### config.mk
export PLATFORM = sky130hd
export DESIGN_NAME = out_arbiter_flat
export DESIGN_NICKNAME = d
export VERILOG_FILES = /design/src/rtl/out_arb_pkg.sv /design/src/rtl/out_arbiter_if.sv /design/src/rtl/out_arbiter_rr_pick.sv /design/src/rtl/out_arbiter.sv /design/src/flat_wrapper.sv
export SDC_FILE = /design/constraint.sdc
export NUM_CORES = 1
export LEC_CHECK = 0
export BUFFER_PORTS_ARGS = -buffer_cell sky130_fd_sc_hd__buf_2
export CORE_ASPECT_RATIO = 1.75
export CORE_MARGIN = 2
export CORE_UTILIZATION = 50
export CTS_BUF_LIST = sky130_fd_sc_hd__clkbuf_16
export DETAILED_ROUTE_END_ITERATION = 16
export PLACE_DENSITY = 0.79
export SETUP_SLACK_MARGIN = 0.15
export SYNTH_ARGS = -nofsm -noshare
export SYNTH_HDL_FRONTEND = slang
export SYNTH_SLANG_ARGS = --single-unit
### constraint.sdc
create_clock -name clk -period 3.7 [get_ports clk]
set_input_delay 1.11 -clock clk [delete_from_list [all_inputs] [get_ports clk]]
set_output_delay 1.11 -clock clk [all_outputs]
set_load 0.01 [all_outputs]
### src/rtl/out_arb_pkg.sv
// Shared definitions for the output-device arbiter: state encoding,
// requester-count limits and the round-robin index helper.
package out_arb_pkg;

  localparam int MIN_REQ   = 2;
  localparam int MAX_REQ   = 8;
  localparam int GRANT_W   = 3;
  localparam int MAX_CNT_W = 32;

  typedef enum logic [1:0] {
    IDLE     = 2'd0,
    ISSUE    = 2'd1,
    WAIT_FIN = 2'd2,
    RELEASE  = 2'd3
  } arb_state_t;

  function automatic logic [GRANT_W-1:0] wrap_inc(input logic [GRANT_W-1:0] idx,
                                                  input int unsigned n);
    return ((32'(idx) + 32'd1) >= n) ? '0 : GRANT_W'(idx + 1'b1);
  endfunction

endpackage

### src/rtl/out_arbiter_if.sv
// Requester-side and device-side handshake bundle; the arbiter uses the
// master modport, the requesters/device model use the slave modport.
interface out_arbiter_if #(
  parameter int NUM_REQ = 4
);
  logic [NUM_REQ-1:0]   req_start;
  logic [8*NUM_REQ-1:0] req_data;
  logic [NUM_REQ-1:0]   req_finish;
  logic [7:0]           out_data;
  logic                 out_start;
  logic                 out_finish;

  modport master (
    input  req_start, req_data, out_finish,
    output req_finish, out_data, out_start
  );

  modport slave (
    output req_start, req_data, out_finish,
    input  req_finish, out_data, out_start
  );
endinterface

### src/rtl/out_arbiter_rr_pick.sv
// Combinational rotate-priority encoder: returns the first set request bit
// found searching ptr, ptr+1, ... with wrap modulo N.
module rr_pick
  import out_arb_pkg::*;
#(
  parameter int N = 4
) (
  input  logic [N-1:0]       req,
  input  logic [GRANT_W-1:0] ptr,
  output logic               valid,
  output logic [GRANT_W-1:0] idx
);

  logic [2*N-1:0]     req_dbl;
  logic [N-1:0]       hit;
  logic [GRANT_W-1:0] offset;
  logic [GRANT_W:0]   sum;

  // Rotating a doubled copy puts the request at ptr in bit 0.
  assign req_dbl = {req, req} >> ptr;

  generate
    for (genvar gi = 0; gi < N; gi++) begin : g_hit
      assign hit[gi] = req_dbl[gi];
    end
  endgenerate

  always_comb begin
    offset = '0;
    for (int i = N - 1; i >= 0; i--) begin
      if (hit[i]) offset = GRANT_W'(i);
    end
  end

  assign valid = |hit;
  assign sum   = {1'b0, ptr} + {1'b0, offset};
  assign idx   = (sum >= (GRANT_W+1)'(N)) ? GRANT_W'(sum - (GRANT_W+1)'(N)) : sum[GRANT_W-1:0];

endmodule

### src/rtl/out_arbiter.sv
// Round-robin sharing of one byte-serial output device between NUM_REQ
// requesters, one latched byte per grant, with a finish watchdog.
module out_arbiter
  import out_arb_pkg::*;
#(
  parameter int NUM_REQ = 4,
  parameter int TIMEOUT = 1024,
  parameter int CNT_W   = 11
) (
  input  logic               clk,
  input  logic               rst,
  input  logic               enable,
  out_arbiter_if.master      bus,
  output logic [GRANT_W-1:0] grant,
  output logic               busy,
  output logic               timeout_err
);

  arb_state_t         state_reg, state_next;
  logic [GRANT_W-1:0] rr_ptr_reg, rr_ptr_next;
  logic [GRANT_W-1:0] grant_reg, grant_next;
  logic [7:0]         out_data_reg, out_data_next;
  logic               out_start_reg, out_start_next;
  logic [NUM_REQ-1:0] req_finish_reg, req_finish_next;
  logic [CNT_W-1:0]   wd_cnt_reg, wd_cnt_next;
  logic               timeout_err_reg, timeout_err_next;

  logic               pick_valid;
  logic [GRANT_W-1:0] pick_idx;
  logic [NUM_REQ-1:0] grant_onehot;
  logic               grant_start;
  logic               wd_expired;

  rr_pick #(.N(NUM_REQ)) u_pick (
    .req   (bus.req_start),
    .ptr   (rr_ptr_reg),
    .valid (pick_valid),
    .idx   (pick_idx)
  );

  generate
    for (genvar gi = 0; gi < NUM_REQ; gi++) begin : g_onehot
      assign grant_onehot[gi] = (grant_reg == GRANT_W'(gi));
    end
  endgenerate

  assign grant_start = |(bus.req_start & grant_onehot);
  assign wd_expired  = (TIMEOUT != 0) && (wd_cnt_reg == CNT_W'(TIMEOUT - 1));

  always_ff @(posedge clk) begin
    if (rst) begin
      state_reg       <= IDLE;
      rr_ptr_reg      <= '0;
      grant_reg       <= '0;
      out_data_reg    <= '0;
      out_start_reg   <= 1'b0;
      req_finish_reg  <= '0;
      wd_cnt_reg      <= '0;
      timeout_err_reg <= 1'b0;
    end else if (enable) begin
      state_reg       <= state_next;
      rr_ptr_reg      <= rr_ptr_next;
      grant_reg       <= grant_next;
      out_data_reg    <= out_data_next;
      out_start_reg   <= out_start_next;
      req_finish_reg  <= req_finish_next;
      wd_cnt_reg      <= wd_cnt_next;
      timeout_err_reg <= timeout_err_next;
    end
  end

  always_comb begin
    state_next       = state_reg;
    rr_ptr_next      = rr_ptr_reg;
    grant_next       = grant_reg;
    out_data_next    = out_data_reg;
    out_start_next   = out_start_reg;
    req_finish_next  = req_finish_reg;
    wd_cnt_next      = wd_cnt_reg;
    timeout_err_next = timeout_err_reg;
    case (state_reg)
      IDLE: begin
        if (pick_valid) begin
          grant_next    = pick_idx;
          out_data_next = bus.req_data[8*pick_idx +: 8];
          state_next    = ISSUE;
        end
      end
      ISSUE: begin
        out_start_next = 1'b1;
        wd_cnt_next    = '0;
        state_next     = WAIT_FIN;
      end
      WAIT_FIN: begin
        // A finish arriving on the expiry cycle still counts as success.
        if (bus.out_finish) begin
          out_start_next  = 1'b0;
          req_finish_next = grant_onehot;
          state_next      = RELEASE;
        end else if (wd_expired) begin
          out_start_next   = 1'b0;
          timeout_err_next = 1'b1;
          req_finish_next  = grant_onehot;
          state_next       = RELEASE;
        end else begin
          wd_cnt_next = wd_cnt_reg + 1'b1;
        end
      end
      RELEASE: begin
        if (!grant_start && !bus.out_finish) begin
          req_finish_next = '0;
          rr_ptr_next     = wrap_inc(grant_reg, NUM_REQ);
          state_next      = IDLE;
        end
      end
      default: state_next = IDLE;
    endcase
  end

  assign bus.out_data   = out_data_reg;
  assign bus.out_start  = out_start_reg;
  assign bus.req_finish = req_finish_reg;
  assign grant          = grant_reg;
  assign busy           = (state_reg != IDLE);
  assign timeout_err    = timeout_err_reg;

endmodule

### src/flat_wrapper.sv
// flat-port wrapper written by rule: the top's interface ports become plain ports
module out_arbiter_flat import out_arb_pkg::*;
#(
  parameter int NUM_REQ = 4,
  parameter int TIMEOUT = 1024,
  parameter int CNT_W   = 11
)
  (clk, rst, enable, grant, busy, timeout_err, bus_req_start, bus_req_data, bus_out_finish, bus_req_finish, bus_out_data, bus_out_start);
  out_arbiter_if #(.NUM_REQ(NUM_REQ)) bus_i ();
  input  logic clk;
  input  logic rst;
  input  logic enable;
  output logic [GRANT_W-1:0] grant;
  output logic busy;
  output logic timeout_err;
  input wire logic [$bits(bus_i.req_start)-1:0] bus_req_start;
  input wire logic [$bits(bus_i.req_data)-1:0] bus_req_data;
  input wire logic [$bits(bus_i.out_finish)-1:0] bus_out_finish;
  output wire logic [$bits(bus_i.req_finish)-1:0] bus_req_finish;
  output wire logic [$bits(bus_i.out_data)-1:0] bus_out_data;
  output wire logic [$bits(bus_i.out_start)-1:0] bus_out_start;
  assign bus_i.req_start = bus_req_start;
  assign bus_i.req_data = bus_req_data;
  assign bus_i.out_finish = bus_out_finish;
  assign bus_req_finish = bus_i.req_finish;
  assign bus_out_data = bus_i.out_data;
  assign bus_out_start = bus_i.out_start;
  out_arbiter #(.NUM_REQ(NUM_REQ), .TIMEOUT(TIMEOUT), .CNT_W(CNT_W)) u_core (.clk(clk), .rst(rst), .enable(enable), .bus(bus_i), .grant(grant), .busy(busy), .timeout_err(timeout_err));
endmodule
== Word-level counts from Yosys, hierarchy flattened ==
Index checks and enable logic that the tools add are counted.

* Add/subtract/negate cells: 5
* Multiply operators: 0
* Div/mod/pow operators: 0
* $lt $le $gt $ge: 2
* Equal/unequal tests: 12
* Shifts and indexed selects: 2
* Mux-type cells: 21
* Bitwise operators: 2
* Reduce and logical (&&, ||, !) cells: 17

{| class="wikitable"
|+ Operators by type and width
! operator !! count
|-
| 32-bit by 3-bit >= comparator with 1-bit output, second input constant || 1
|-
| 32-bit by 7-bit indexed part select with 8-bit output || 1
|-
| 11-bit 2-to-1 mux || 2
|-
| 11-bit one-hot mux with 2 select lines || 1
|-
| 4-bit AND reduction || 4
|-
| 3-bit 2-to-1 mux || 5
|-
| 4-bit 2-to-1 mux || 3
|-
| 11-bit by 1-bit adder with 11-bit output, second input constant || 1
|-
| 11-bit by 10-bit equality test with 1-bit output, second input constant || 1
|-
| 2-bit 2-to-1 mux || 5
|-
| 3-bit AND reduction || 3
|-
| 2-bit one-hot mux with 4 select lines || 1
|-
| 4-bit one-hot mux with 2 select lines || 1
|-
| 4-bit OR reduction || 2
|-
| 8-bit by 3-bit right shift with 4-bit output || 1
|-
| 3-bit by 2-bit equality test with 1-bit output, second input constant || 2
|-
| 2-bit nonzero test || 3
|-
| 3-bit by 1-bit adder with 4-bit output, second input constant || 1
|-
| 3-bit by 3-bit adder with 4-bit output || 1
|-
| 4-bit AND || 1
|-
| 2-bit equality test, second input constant || 2
|-
| 4-bit by 3-bit >= comparator with 1-bit output, second input constant || 1
|-
| 2-bit by 1-bit != test with 1-bit output, second input constant || 2
|-
| 2-bit != test, second input constant || 2
|-
| 12 further kinds || 14
|}

* Register bits: 33
* Latch bits: 0
* Bits in writable memories: 0
* Memory bits (read-only): 0
* Input bits: 40
* Logic and storage cells: 69
* Memories: 0

== Depth between registers and ports, before layout ==
Gate-level depths: netlist of the first run.

* Word-level depth: 9
* Depth in mapped cells: 11

== Modules after synthesis ==
A second synthesis of the first run with hierarchy kept.

* Cells, all modules: 235
* Area total of the unflattened synthesis: 2,168.3 µm²

{| class="wikitable"
|+ By module, submodules not included
! module !! times used !! cells an instance !! area each (µm²) !! sequential area each (µm²)
|-
| out_arbiter || 1 || 203 || 1,931.9 || 660.6
|-
| rr_pick || 1 || 32 || 236.5 || 0.0
|}

== Worst setup path after synthesis of the first run ==
Ideal clock, no wire load.

* Path kind: input to register
* Start point: in bus_req_start[3]
* End point: reg u_core.out_data_reg[0], in the netlist u_core.bus.out_data[0]
* Setup time: 0.117 ns
* Arrival: 3.251 ns
* Setup slack: 0.332 ns
* Stages on the path: 9
* Path buffers: 1
* Path through: nor3b_1 -> a31o_2 -> a311oi_1 -> nor2_1 -> ha_1 -> fa_1 -> buf_1 -> mux4_2 -> a32o_1

* Word-level cells in the longest chain between the ends: 9

{| class="wikitable"
|+ RTL lines
! element !! line !! RTL
|-
| start: declaration || flat_wrapper.sv:16 || <nowiki>input wire logic [$bits(bus_i.req_start)-1:0] bus_req_start;</nowiki>
|-
| 8-bit by 3-bit right shift with 4-bit output (*) || out_arbiter_rr_pick.sv:20 || <nowiki>assign req_dbl = {req, req} >> ptr;</nowiki>
|-
| 2-bit 2-to-1 mux || out_arbiter_rr_pick.sv:31 || <nowiki>if (hit[i]) offset = GRANT_W'(i);</nowiki>
|-
| 3-bit 2-to-1 mux (2 in a row) || out_arbiter_rr_pick.sv:31 ||
|-
| 3-bit 2-to-1 mux (*) || out_arbiter_rr_pick.sv:31 ||
|-
| 3-bit by 3-bit adder with 4-bit output (*) || out_arbiter_rr_pick.sv:36 || <nowiki>assign sum = {1'b0, ptr} + {1'b0, offset};</nowiki>
|-
| 4-bit by 3-bit >= comparator with 1-bit output / 3-bit subtractor (equally long branches) || out_arbiter_rr_pick.sv:37 || <nowiki>assign idx = (sum >= (GRANT_W+1)'(N)) ? GRANT_W'(sum - (GRANT_W+1)'(N)) : sum[GRANT_W-1:0];</nowiki>
|-
| 3-bit 2-to-1 mux (*) || out_arbiter_rr_pick.sv:37 ||
|-
| named net u_core.pick_idx[1] || out_arbiter.sv:29 || <nowiki>logic [GRANT_W-1:0] pick_idx;</nowiki>
|-
| 32-bit by 7-bit indexed part select with 8-bit output (*) || out_arbiter.sv:85 || <nowiki>out_data_next = bus.req_data[8*pick_idx +: 8];</nowiki>
|-
| end signal: assignment || out_arbiter.sv:64 || <nowiki>out_data_reg <= out_data_next;</nowiki>
|-
| end: declaration || out_arbiter.sv:22 || <nowiki>logic [7:0] out_data_reg, out_data_next;</nowiki>
|}

The timed path passes the listed nets; every way through them passes the cells marked *.
A chain may end at the register's enable or synchronous reset.

== Final worst setup path of the first run ==
* Start point: in bus_req_start[3]
* End point: reg u_core.out_data_reg[2], in the netlist u_core.bus.out_data[2]

The elaborated chain is that of the path after synthesis.

==> implementation parameters, run 1 <==
Parameter                              Value

Run status
  Result of the run    complete, no violations

Setup path
  Maximum fanout encountered on the critical timing path    9
  Cells on worst reg2reg path    9
  RR Endpoint    u_core.bus.out_data[2]$_SDFFE_PP0P_
  CP Launch Type    input port
  Data arrival at the endpoint of the critical path    between 3000 and 4000 ps
  Source of the worst register-to-register timing path    u_core.rr_ptr_reg[0]$_SDFFE_PP0P_
  Destination of the critical timing path    u_core.bus.out_data[2]$_SDFFE_PP0P_
  Worst setup path startpoint    bus_req_start[3]
  Kind of capture point of the worst setup path    register
  FF-to-FF setup slack    between 900 and 1000 ps
  Setup CP Type    input port to register
  Data required time at the worst endpoint    ~3900 ps

STA
  Hold slack    ~460 ps
  Max Clock Freq    roughly 0.31 GHz
  Transition time at the pin with the least slew margin    between 900 and 1000 ps
  Worst-case headroom to the max-slew limit    37.55%
  RSZ-0062 raised after global routing    no
  Total setup violations reported at the end of the flow    0
  Fraction of the cycle the final worst path needs    between 80% and 90%
  Fin Setup TNS    0 ps
  Final max-slew violation count    0
  Endpoints failing hold    0
  Maximum clock skew at final layout    3.869 ps
  Min Clock Period, post-route    3229 ps

Pwr
  Power Density    ~430 nW/µm²
  Sw Share    22.82%
  Switching component of the power    approximately 0.00025 W
  Clock network fraction of design power    49.8%
  Flop pwr share    between 30% and 40%
  Leakage component of the power    between 1 and 1.5 nW
  Cell-internal power    roughly 0.00083 W
  Worst IR drop on VDD    about 420 µV
  Relative contribution of combinational cells to total power    14.8%

Final layout
  Fill cell instance count of the final layout    between 300 and 400
  Synthesis-to-layout area growth    26.58%
  Number of non-filler instances in the completed layout    between 300 and 400
  Utilization after layout    64.74%
  Share of cells above drive strength 1    30.34%
  Leading cell types in the layout, fill and taps excluded    sky130_fd_sc_hd__buf_2 (57), sky130_fd_sc_hd__dfxtp_1 (33), sky130_fd_sc_hd__nor2_1 (22)
  NumNets Final    320
  Leading cell type in the layout, fill and taps excluded    sky130_fd_sc_hd__buf_2
  Area of all placed cells without fillers    ~2500 µm²
  Largest register FFs    11
  Diodes inserted    0

Synth
  Number of enable-type register cells in the synthesized netlist    0
  Largest family of logic cells by synthesized area    simple AND/OR/NAND/NOR gates
  Fraction of synthesized area in multiplexers    approximately 11%
  Synthesized-area fraction occupied by xor and xnor cells    between 3 and 4%
  Share of the yosys chip area belonging to registers    33.74%
  Number of instances in the synthesized netlist    ~210
  Number of nets produced by synthesis    260
  Cell taking the most area after synthesis    sky130_fd_sc_hd__dfxtp_1
  Number of warnings reported in the yosys synthesis log    0
  Average footprint of a synthesized cell    about 9.5 µm²
  Compound-Gate Fraction of Synth Area    17.57%
  Top post-synthesis cells by area    sky130_fd_sc_hd__dfxtp_1 (34%), sky130_fd_sc_hd__mux4_2 (9.2%), sky130_fd_sc_hd__ha_1 (8.3%)
  Number of distinct standard cells referenced by the synthesized netlist    between 40 and 50
  Register bit total from synthesis    33
  Async set or reset register ratio after synthesis    0%
  Share of synthesized cell area in full adder, half adder and majority cells    9.329%
  Synth Flop Type    sky130_fd_sc_hd__dfxtp_1
  Netlist Area Pre-Place    slightly below 2000 µm²
  Share of synthesized cell area in and, or, nand and nor gates    20.89%
  Fraction of synthesized cell area taken by the top area cell type    between 30% and 40%

CTS
  CTS tree    built
  Post-cts repair resize count    0
  Hold Buf Count CTS    0
  # H-tree levels    2
  Clk sinks    33
  Source-to-sink clock delay at the later pin of the worst-skew pair    between 200 and 300 ps
  Clock tree root buffer cell    sky130_fd_sc_hd__clkbuf_16
  Worst-path clk slew    around 60 ps
  Post-CTS Repair Setup Buffers    0
  CTS buffer count    5
  Clk buf depth    2

Global route
  Via count of the first global-routing pass    approximately 1800
  Overall track demand over capacity in global routing    roughly 24%
  Initial antenna violation count    0
  Fraction of met3 tracks used by global routing    5.690%
  Most Used Layer, Global Route    met2
  Pin count of the biggest net entering global routing    23
  GRT Residual Overflow    0
  Global-route wire length before repair    between 8 and 9 mm
  Met1 layer usage reported by global route    between 20% and 30%
  Met2 track demand over resource    45.69%

Floorplan
  Area of the placeable core    about 3800 µm²
  Num ports    slightly below 60
  Overall die width    a little over 50 µm
  Die area    4453 µm²
  Starting density of the core    ~51%
  Number of rows in the core area    30
  Vertical die dimension    86.79 µm

Drt
  Post-detailed-route via-to-cell ratio    just under 6
  Antenna Nets Post-Route    0
  Number of design rule violations left after detail routing    0
  Via count    around 1800
  Number of DRC markers after the initial detailed-route iteration    44
  Routed length per instance    around 16 µm
  First-pass iteration count of the detailed router    4
  Routed Wire Length    roughly 5.0 mm

Place
  Dpl cell area    ~2300 µm²
  RePlAce Congestion    approximately 0.95
  Number of cells in the design after placement    ~300
  Number of buffers added on ports    57
  Post-detailed-placement half-perimeter wirelength    around 3.7 mm

Flow run
  Reported max-cap violation count    0

Worst hold path
  HP Class    register to register
## how the worst min path moves through the flow
| stage | start | cells after the start | slack, ps | to |
|---|---|---|---|---|
| 6_report | u_core.bus.out_data[3]$_SDFFE_PP0P_ | 1 | 460 | u_core.bus.out_data[3]$_SDFFE_PP0P_ |
| 5_1_grt | u_core.bus.out_data[4]$_SDFFE_PP0P_ | 1 | 490 | u_core.bus.out_data[4]$_SDFFE_PP0P_ |
| 4_1_cts | u_core.bus.out_data[3]$_SDFFE_PP0P_ | 1 | 470 | u_core.bus.out_data[3]$_SDFFE_PP0P_ |
| 3_5_place_dp | u_core.bus.out_data[3]$_SDFFE_PP0P_ | 1 | 450 | u_core.bus.out_data[3]$_SDFFE_PP0P_ |
| 3_3_place_gp | u_core.bus.out_data[3]$_SDFFE_PP0P_ | 1 | 440 | u_core.bus.out_data[3]$_SDFFE_PP0P_ |
| 2_1_floorplan | u_core.wd_cnt_reg[1]$_SDFFE_PP0P_ | 2 | 440 | u_core.wd_cnt_reg[1]$_SDFFE_PP0P_ |
## routing by layer
metal | vias up | share of wire, % | wire (µm)
met4 | 0 | 2.7 | 136
met5 | - | 0 | 0
met3 | 14 | 4.8 | 238
li1 | 889 | - | -
met1 | 874 | 36 | 1780
met2 | 44 | 57 | 2813
## worst max-delay path, stage by stage
cell and delay [ps]:
sky130_fd_sc_hd__buf_2 130, sky130_fd_sc_hd__nor3b_1 130, sky130_fd_sc_hd__a31o_2 240, sky130_fd_sc_hd__a311oi_1 220
sky130_fd_sc_hd__nor2_1 90, sky130_fd_sc_hd__ha_1 210, sky130_fd_sc_hd__fa_1 490, sky130_fd_sc_hd__buf_4 180
sky130_fd_sc_hd__mux4_2 310, sky130_fd_sc_hd__a32o_1 270
## metrics by stage
step,power (W),setup slack [ps]
2_1_floorplan,0.0004868,331.7
3_3_place_gp,0.0005422,290.9
3_5_place_dp,0.0005461,228.5
4_1_cts,0.001085,510.5
5_1_grt,0.001114,322.8
6_report,0.001076,471.2
## cells by family after synthesis
kind of cell	count (synthesis)
and+or+nand+nor	77
AOI/OAI and AO/OA	46
DFF	33
buffers and inverters	16
adders and majority gates	14
muxes	12
xor gates and xnor gates	8
## power by group through the flow
stage          clock network (W)  logic (W)  registers (W)
4_1_cts                 0.000545   0.000160       0.000380
5_1_grt                 0.000556   0.000177       0.000382
3_5_place_dp                   0   0.000158       0.000388
3_3_place_gp                   0   0.000155       0.000387
2_1_floorplan                  0  0.0000943       0.000392
6_report                0.000536   0.000159       0.000380
## area by class of cell
class	count	area, µm²	area share (%)
clock buffers	5	125.1	5.048
clock inverters	3	65.06	2.625
inverters	9	33.78	1.363
multi-input cells	157	1226	49.47
flip-flops and latches	33	660.6	26.65
well taps	48	60.06	2.423
repair buffers	60	307.8	12.42
## cell usage after synthesis (2+ instances only)
master and instances:
sky130_fd_sc_hd__a21oi_1 10, sky130_fd_sc_hd__a32o_1 9, sky130_fd_sc_hd__and2_1 4, sky130_fd_sc_hd__and3_1 2, sky130_fd_sc_hd__and4_1 2, sky130_fd_sc_hd__buf_1 2
sky130_fd_sc_hd__clkbuf_1 3, sky130_fd_sc_hd__dfxtp_1 33, sky130_fd_sc_hd__ha_1 13, sky130_fd_sc_hd__inv_1 9, sky130_fd_sc_hd__mux2i_1 4, sky130_fd_sc_hd__mux4_2 8
sky130_fd_sc_hd__nand2_1 11, sky130_fd_sc_hd__nand2b_1 5, sky130_fd_sc_hd__nand3_1 5, sky130_fd_sc_hd__nand4_1 8, sky130_fd_sc_hd__nor2_1 22, sky130_fd_sc_hd__nor2b_1 6
sky130_fd_sc_hd__nor3_1 2, sky130_fd_sc_hd__nor3b_1 3, sky130_fd_sc_hd__o21ai_0 10, sky130_fd_sc_hd__or3_1 2, sky130_fd_sc_hd__xnor2_1 2, sky130_fd_sc_hd__xor2_1 6
No activity file was read; power rests on OpenSTA's default activity.
==> run 2: changes to the inputs <==
--- a/config.mk
+++ b/config.mk
@@ -6,12 +6,15 @@
 export NUM_CORES = 1
 export LEC_CHECK = 0
 export BUFFER_PORTS_ARGS = -buffer_cell sky130_fd_sc_hd__buf_2
+export CELL_PAD_IN_SITES_DETAIL_PLACEMENT = 0
+export CELL_PAD_IN_SITES_GLOBAL_PLACEMENT = 1
 export CORE_ASPECT_RATIO = 1.75
 export CORE_MARGIN = 2
-export CORE_UTILIZATION = 50
+export CORE_UTILIZATION = 38
 export CTS_BUF_LIST = sky130_fd_sc_hd__clkbuf_16
 export DETAILED_ROUTE_END_ITERATION = 16
-export PLACE_DENSITY = 0.79
+export HOLD_SLACK_MARGIN = 0.15
+export PLACE_DENSITY = 0.8
 export SETUP_SLACK_MARGIN = 0.15
 export SYNTH_ARGS = -nofsm -noshare
 export SYNTH_HDL_FRONTEND = slang
==> implementation parameters, run 2 (synthesized netlist as in run 1, its figures left out) <==
Parameter                              Value

Run status
  Result of the run    complete, no violations (unchanged)

Floorplan
  Die area    5766 µm² (was 4453 µm²)
  Num ports    58 (unchanged)
  Starting density of the core    39.34% (was 51.14%)
  Overall die width    58.27 µm (was 51.31 µm)
  Number of rows in the core area    34 (was 30)
  Area of the placeable core    4977 µm² (was 3829 µm²)
  Vertical die dimension    98.96 µm (was 86.79 µm)

Pwr
  Leakage component of the power    1.057 nW (was 1.081 nW)
  Worst IR drop on VDD    398.6 µV (was 417.9 µV)
  Power Density    386.5 nW/µm² (was 433.9 nW/µm²)

Setup path
  CP Launch Type    input port (unchanged)
  Data required time at the worst endpoint    3860 ps (was 3870 ps)
  Data arrival at the endpoint of the critical path    3540 ps (was 3400 ps)
  Setup CP Type    input port to register (unchanged)
  Kind of capture point of the worst setup path    register (unchanged)
  Maximum fanout encountered on the critical timing path    9 (unchanged)

Final layout
  Number of non-filler instances in the completed layout    321 (was 315)
  Footprint of the multi-input gates    1226 µm² (unchanged)
  Synthesis-to-layout area growth    24.54% (was 26.58%)
  Leading cell type in the layout, fill and taps excluded    sky130_fd_sc_hd__buf_2 (unchanged)
  Leading cell types in the layout, fill and taps excluded    sky130_fd_sc_hd__buf_2 (57), sky130_fd_sc_hd__dfxtp_1 (33), sky130_fd_sc_hd__nor2_1 (22) (unchanged)
  NumNets Final    320 (unchanged)
  Fill cell instance count of the final layout    514 (was 350)
  FF+latch area    660.6 µm² (unchanged)
  Share of cells above drive strength 1    30.34% (unchanged)
  Largest register FFs    11 (unchanged)
  Diodes inserted    0 (unchanged)

Flow run
  Reported max-cap violation count    0 (unchanged)

STA
  Min Clock Period, post-route    3374 ps (was 3229 ps)
  Max Clock Freq    0.2964 GHz (was 0.3097 GHz)
  Transition time at the pin with the least slew margin    576.1 ps (was 935.0 ps)
  Fin Setup TNS    0 ps (unchanged)
  Total setup violations reported at the end of the flow    0 (unchanged)
  Endpoints failing hold    0 (unchanged)
  RSZ-0062 raised after global routing    no (unchanged)
  Worst-case headroom to the max-slew limit    61.45% (was 37.55%)
  Maximum clock skew at final layout    4.570 ps (was 3.869 ps)
  Fraction of the cycle the final worst path needs    91.19% (was 87.27%)
  Final max-slew violation count    0 (unchanged)

Place
  RePlAce Congestion    0.7539 (was 0.9483)
  Number of cells in the design after placement    313 (was 307)
  Post-detailed-placement half-perimeter wirelength    3.756 mm (was 3.741 mm)
  Number of buffers added on ports    57 (unchanged)

Drt
  Post-detailed-route via-to-cell ratio    5.598 (was 5.781)
  Routed Wire Length    4.895 mm (was 4.968 mm)
  First-pass iteration count of the detailed router    4 (unchanged)
  Via count    1797 (was 1821)
  Routed length per instance    15.25 µm (was 15.77 µm)
  Antenna Nets Post-Route    0 (unchanged)
  Number of DRC markers after the initial detailed-route iteration    71 (was 44)
  Number of design rule violations left after detail routing    0 (unchanged)

CTS
  Clock tree root buffer cell    sky130_fd_sc_hd__clkbuf_16 (unchanged)
  # H-tree levels    2 (unchanged)
  Clk sinks    33 (unchanged)
  CTS buffer count    5 (unchanged)
  CTS tree    built (unchanged)
  Source-to-sink clock delay at the later pin of the worst-skew pair    280 ps (about the same)
  Clk buf depth    2 (unchanged)
  Post-cts repair resize count    0 (unchanged)
  Post-CTS Repair Setup Buffers    0 (unchanged)
  Hold Buf Count CTS    0 (unchanged)
  Worst-path clk slew    50 ps (was 60 ps)

Global route
  Via count of the first global-routing pass    1787 (was 1843)
  Initial antenna violation count    0 (unchanged)
  Overall track demand over capacity in global routing    17.69% (was 24.09%)
  Global-route wire length before repair    7.948 mm (was 8.176 mm)
  GRT Residual Overflow    0 (unchanged)
  Pin count of the biggest net entering global routing    23 (unchanged)

Worst hold path
  HP Class    register to register (unchanged)
## run 2: cell count changes in the layout (fill, tap and decap cells not counted)
cell / change
sky130_fd_sc_hd__bufinv_16: -2
sky130_fd_sc_hd__clkinv_2: +1
sky130_fd_sc_hd__clkinvlp_4: +1
## run 2: final timing paths
| kind | end | slack [ps] | cells after the start | start |
|---|---|---|---|---|
| max | u_core.bus.out_data[6]$_SDFFE_PP0P_ | 330 | 9 | bus_req_start[3] |
| min | u_core.bus.out_data[4]$_SDFFE_PP0P_ | 460 | 1 | u_core.bus.out_data[4]$_SDFFE_PP0P_ |
| max reg2reg | u_core.bus.out_data[6]$_SDFFE_PP0P_ | 770 | 8 | u_core.rr_ptr_reg[0]$_SDFFE_PP0P_ |
| min reg2reg | u_core.bus.out_data[4]$_SDFFE_PP0P_ | 460 | 1 | u_core.bus.out_data[4]$_SDFFE_PP0P_ |
## run 2: stage by stage
stage	setup slack (ps)	total power, W	hold WS [ps]	utilization, %	instance area (µm²)
after detailed placement	30.87	0.0005484	449.3	46.13	2296
final	326.0	0.0009424	459.5	48.99	2439
after CTS	325.1	0.0009569	462.6	48.99	2439
after global routing	175.6	0.0009884	482.1	48.99	2439
after floorplan	331.7	0.0004868	444.1	-	1958
after global placement	102.3	0.0005456	442.5	46.13	2296
## run 2: metal layers
metal | share of wire (%) | GRT usage, % | up-vias
li1 | - | - | 893
met1 | 37 | 16.69 | 856
met2 | 57 | 35.00 | 43
met3 | 4.3 | 4.462 | 5
met4 | 1.2 | 5.367 | 0
met5 | 0 | 0 | -
## run 2: critical path, stage by stage
cell and delay (ps):
sky130_fd_sc_hd__buf_2 130, sky130_fd_sc_hd__nor3b_1 130, sky130_fd_sc_hd__a31o_2 240, sky130_fd_sc_hd__a311oi_1 210, sky130_fd_sc_hd__nor2_1 90, sky130_fd_sc_hd__ha_1 210, sky130_fd_sc_hd__fa_1 780, sky130_fd_sc_hd__mux4_2 370
sky130_fd_sc_hd__a32o_1 270
## run 2: where the power goes
part	internal (W)	leakage, nW	switching (W)
Combinational	0.0000765	0.720	0.0000824
Sequential	0.000370	0.268	0.00000957
Clock	0.000246	0.0696	0.000157
Total	0.000693	1.06	0.000249
## run 2: final cells by class
class	count	area share [%]
timing repair buffer	60	12.62
tap	54	2.771
sequential	33	27.09
clock inverter	3	0.7183
multi-input combinational	157	50.28
inverter	9	1.385
clock buffer	5	5.131
==> run 3: changes to the inputs <==
--- a/config.mk
+++ b/config.mk
@@ -10,7 +10,7 @@
 export CELL_PAD_IN_SITES_GLOBAL_PLACEMENT = 1
 export CORE_ASPECT_RATIO = 1.75
 export CORE_MARGIN = 2
-export CORE_UTILIZATION = 38
+export CORE_UTILIZATION = 39
 export CTS_BUF_LIST = sky130_fd_sc_hd__clkbuf_16
 export DETAILED_ROUTE_END_ITERATION = 16
 export HOLD_SLACK_MARGIN = 0.15
@@ -18,4 +18,5 @@
 export SETUP_SLACK_MARGIN = 0.15
 export SYNTH_ARGS = -nofsm -noshare
 export SYNTH_HDL_FRONTEND = slang
+export SYNTH_HIERARCHICAL = 1
 export SYNTH_SLANG_ARGS = --single-unit
==> implementation parameters, run 3 <==
Parameter                              Value

Run status
  Result of the run    complete, no violations (unchanged)

Synth
  Async set or reset register ratio after synthesis    0% (unchanged)
  Number of instances in the synthesized netlist    235 (was 206)
  Number of enable-type register cells in the synthesized netlist    0 (unchanged)
  Most used standard cell by instance count after synthesis    sky130_fd_sc_hd__dfxtp_1 (unchanged)
  Share of the yosys chip area belonging to registers    30.47% (was 33.74%)
  Fraction of synthesized cell area taken by the top area cell type    30.47% (was 33.74%)
  Average footprint of a synthesized cell    9.227 µm² (was 9.505 µm²)
  Cell taking the most area after synthesis    sky130_fd_sc_hd__dfxtp_1 (unchanged)
  Synth Flop Type    sky130_fd_sc_hd__dfxtp_1 (unchanged)
  Register bit total from synthesis    33 (unchanged)
  Netlist Area Pre-Place    2168 µm² (was 1958 µm²)
  Number of nets produced by synthesis    287 (was 260)
  Leading cell types by count after synthesis    sky130_fd_sc_hd__dfxtp_1 (33), sky130_fd_sc_hd__nor2_1 (25), sky130_fd_sc_hd__inv_1 (16) (was sky130_fd_sc_hd__dfxtp_1 (33), sky130_fd_sc_hd__nor2_1 (22), sky130_fd_sc_hd__ha_1 (13))
  Top post-synthesis cells by area    sky130_fd_sc_hd__dfxtp_1 (30%), sky130_fd_sc_hd__mux4_2 (8.3%), sky130_fd_sc_hd__ha_1 (6.3%) (was sky130_fd_sc_hd__dfxtp_1 (34%), sky130_fd_sc_hd__mux4_2 (9.2%), sky130_fd_sc_hd__ha_1 (8.3%))
  Number of distinct standard cells referenced by the synthesized netlist    56 (was 49)
  Number of warnings reported in the yosys synthesis log    6 (was 0)

Pwr
  Sw Share    26.61% (was 26.42%)
  Relative contribution of combinational cells to total power    18.7% (was 16.9%)
  Leakage component of the power    1.123 nW (was 1.057 nW)
  Cell-internal power    0.0006937 W (was 0.0006934 W)
  Clock network fraction of design power    41.1% (was 42.8%)
  Flop pwr share    40.2% (was 40.3%)
  Switching component of the power    0.0002515 W (was 0.0002490 W)
  Power Density    356.2 nW/µm² (was 386.5 nW/µm²)
  Worst IR drop on VDD    182.4 µV (was 398.6 µV)

Global route
  Via count of the first global-routing pass    2031 (was 1787)
  Pin count of the biggest net entering global routing    42 (was 23)
  Global-route wire length before repair    9.066 mm (was 7.948 mm)
  GRT Residual Overflow    0 (unchanged)
  Initial antenna violation count    0 (unchanged)
  Overall track demand over capacity in global routing    19.24% (was 17.69%)

STA
  Final max-slew violation count    0 (unchanged)
  Total setup violations reported at the end of the flow    0 (unchanged)
  Fraction of the cycle the final worst path needs    89.17% (was 91.19%)
  Max Clock Freq    0.3031 GHz (was 0.2964 GHz)
  Transition time at the pin with the least slew margin    697.1 ps (was 576.1 ps)
  RSZ-0062 raised after global routing    no (unchanged)
  Endpoints failing hold    0 (unchanged)
  Worst-case headroom to the max-slew limit    53.53% (was 61.45%)
  Maximum clock skew at final layout    4.627 ps (was 4.570 ps)
  Min Clock Period, post-route    3299 ps (was 3374 ps)
  Fin Setup TNS    0 ps (unchanged)

CTS
  # H-tree levels    2 (unchanged)
  Worst-path clk slew    50 ps (about the same)
  Source-to-sink clock delay at the later pin of the worst-skew pair    270 ps (was 280 ps)
  Hold Buf Count CTS    0 (unchanged)
  Clock tree root buffer cell    sky130_fd_sc_hd__clkbuf_16 (unchanged)
  Post-cts repair resize count    0 (unchanged)
  Clk buf depth    2 (unchanged)
  CTS tree    built (unchanged)
  Clk sinks    33 (unchanged)
  CTS buffer count    5 (unchanged)
  Post-CTS Repair Setup Buffers    0 (unchanged)

Final layout
  Largest register FFs    11 (unchanged)
  Leading cell types in the layout, fill and taps excluded    sky130_fd_sc_hd__buf_2 (57), sky130_fd_sc_hd__dfxtp_1 (33), sky130_fd_sc_hd__nor2_1 (25) (was sky130_fd_sc_hd__buf_2 (57), sky130_fd_sc_hd__dfxtp_1 (33), sky130_fd_sc_hd__nor2_1 (22))
  Utilization after layout    48.69% (was 48.99%)
  Diodes inserted    0 (unchanged)
  Synthesis-to-layout area growth    22.39% (was 24.54%)
  NumNets Final    342 (was 320)
  Share of cells above drive strength 1    28.87% (was 30.34%)
  Leading cell type in the layout, fill and taps excluded    sky130_fd_sc_hd__buf_2 (unchanged)
  Fill cell instance count of the final layout    547 (was 514)

Drt
  First-pass iteration count of the detailed router    4 (unchanged)
  Routed Wire Length    5.470 mm (was 4.895 mm)
  Number of design rule violations left after detail routing    0 (unchanged)
  Number of DRC markers after the initial detailed-route iteration    110 (was 71)
  Antenna Nets Post-Route    0 (unchanged)
  Via count    2053 (was 1797)
  Routed length per instance    14.90 µm (was 15.25 µm)
  Post-detailed-route via-to-cell ratio    5.594 (was 5.598)

Flow run
  Reported max-cap violation count    0 (unchanged)

Floorplan
  Number of rows in the core area    36 (was 34)
  Starting density of the core    39.78% (was 39.34%)
  Area of the placeable core    5450 µm² (was 4977 µm²)
  Num ports    58 (unchanged)
  Vertical die dimension    102.6 µm (was 98.96 µm)
  Overall die width    60.37 µm (was 58.27 µm)
  Die area    6196 µm² (was 5766 µm²)

Place
  Post-detailed-placement half-perimeter wirelength    4.251 mm (was 3.756 mm)
  Number of buffers added on ports    57 (unchanged)
  RePlAce Congestion    0.8162 (was 0.7539)

Setup path
  Kind of capture point of the worst setup path    register (unchanged)
  Setup CP Type    input port to register (unchanged)
  CP Launch Type    input port (unchanged)
  Maximum fanout encountered on the critical timing path    9 (unchanged)
  Data required time at the worst endpoint    3840 ps (was 3860 ps)
  Data arrival at the endpoint of the critical path    3440 ps (was 3540 ps)

Worst hold path
  HP Class    register to register (unchanged)
[run 3: cell types whose count changed in the layout (fill, tap and decap cells not counted), sizes merged, moves of 6 or more]
cell and change:
a22oi +9, a32o -9, inv +7, mux2i +8
o21ai -8, xor2 -6
[run 3: layer usage]
layer,routed length [µm],GRT usage [%],vias to the layer above
met4,75,6.838,0
met1,2061,19.91,979
met2,3054,36.54,64
met3,278,4.015,9
met5,0,0,-
li1,-,-,1001
[run 3: cell families after synthesis]
kind of cell | Yosys count | synth area share, %
AND/OR/NAND/NOR | 85 | 22.39
AO/OA/AOI/OAI | 57 | 20.37
flip-flops | 33 | 30.47
buffers and inverters | 26 | 4.616
multiplexers | 22 | 14.89
adder cells (fa/ha/maj) | 12 | 7.271
[run 3: stage by stage]
stage | power (W) | area (µm²) | setup slack, ps | hold slack [ps] | cells
after global placement | 0.0005636 | 2516 | 149.9 | 441.6 | 359
final | 0.0009452 | 2654 | 400.8 | 467.2 | 367
after CTS | 0.0009578 | 2654 | 383.4 | 467.0 | 367
after detailed placement | 0.0005661 | 2516 | 98.92 | 454.7 | 359
after global routing | 0.0009928 | 2654 | 237.8 | 487.3 | 367
after floorplan | 0.0005024 | 2168 | 357.3 | 460.5 | 235
[run 3: cell type report]
| type | instances | area (µm²) | area share (%) |
|---|---|---|---|
| Clock buffer | 5 | 125.1 | 4.715 |
| Tap cell | 76 | 95.09 | 3.583 |
| Clock inverter | 3 | 12.51 | 0.4715 |
| Multi-Input combinational cell | 176 | 1408 | 53.04 |
| Inverter | 16 | 60.06 | 2.263 |
| Sequential cell | 33 | 660.6 | 24.89 |
| Timing Repair Buffer | 58 | 292.8 | 11.03 |
[run 3: path summary, 6_finish.rpt]
path	slack, ps	startpoint	depth (start not counted)	end
hold / removal	470	u_core/timeout_err$_SDFFE_PP0P_	2	u_core/timeout_err$_SDFFE_PP0P_
hold reg to reg	470	u_core/timeout_err$_SDFFE_PP0P_	2	u_core/timeout_err$_SDFFE_PP0P_
setup reg to reg	850	u_core/rr_ptr_reg[0]$_SDFFE_PP0P_	10	u_core/bus.out_data[2]$_SDFFE_PP0P_
setup / recovery	400	bus_req_start[3]	11	u_core/bus.out_data[2]$_SDFFE_PP0P_
[run 3: power groups by stage]
stage | Sequential (W) | Clock, W | Combinational [W]
final | 0.000380 | 0.000389 | 0.000176
after global routing | 0.000382 | 0.000414 | 0.000196
after detailed placement | 0.000388 | 0 | 0.000178
after CTS | 0.000380 | 0.000398 | 0.000179
after global placement | 0.000388 | 0 | 0.000176
after floorplan | 0.000392 | 0 | 0.000110
[run 3: worst max-delay path: stages]
cell and delay [ps]:
sky130_fd_sc_hd__buf_2 130, sky130_fd_sc_hd__and4bb_2 300, sky130_fd_sc_hd__a211oi_1 50, sky130_fd_sc_hd__a311oi_1 260
sky130_fd_sc_hd__ha_1 210, sky130_fd_sc_hd__inv_1 60, sky130_fd_sc_hd__fa_1 430, sky130_fd_sc_hd__inv_1 290
sky130_fd_sc_hd__mux4_2 360, sky130_fd_sc_hd__a22oi_1 170, sky130_fd_sc_hd__nor2_1 50
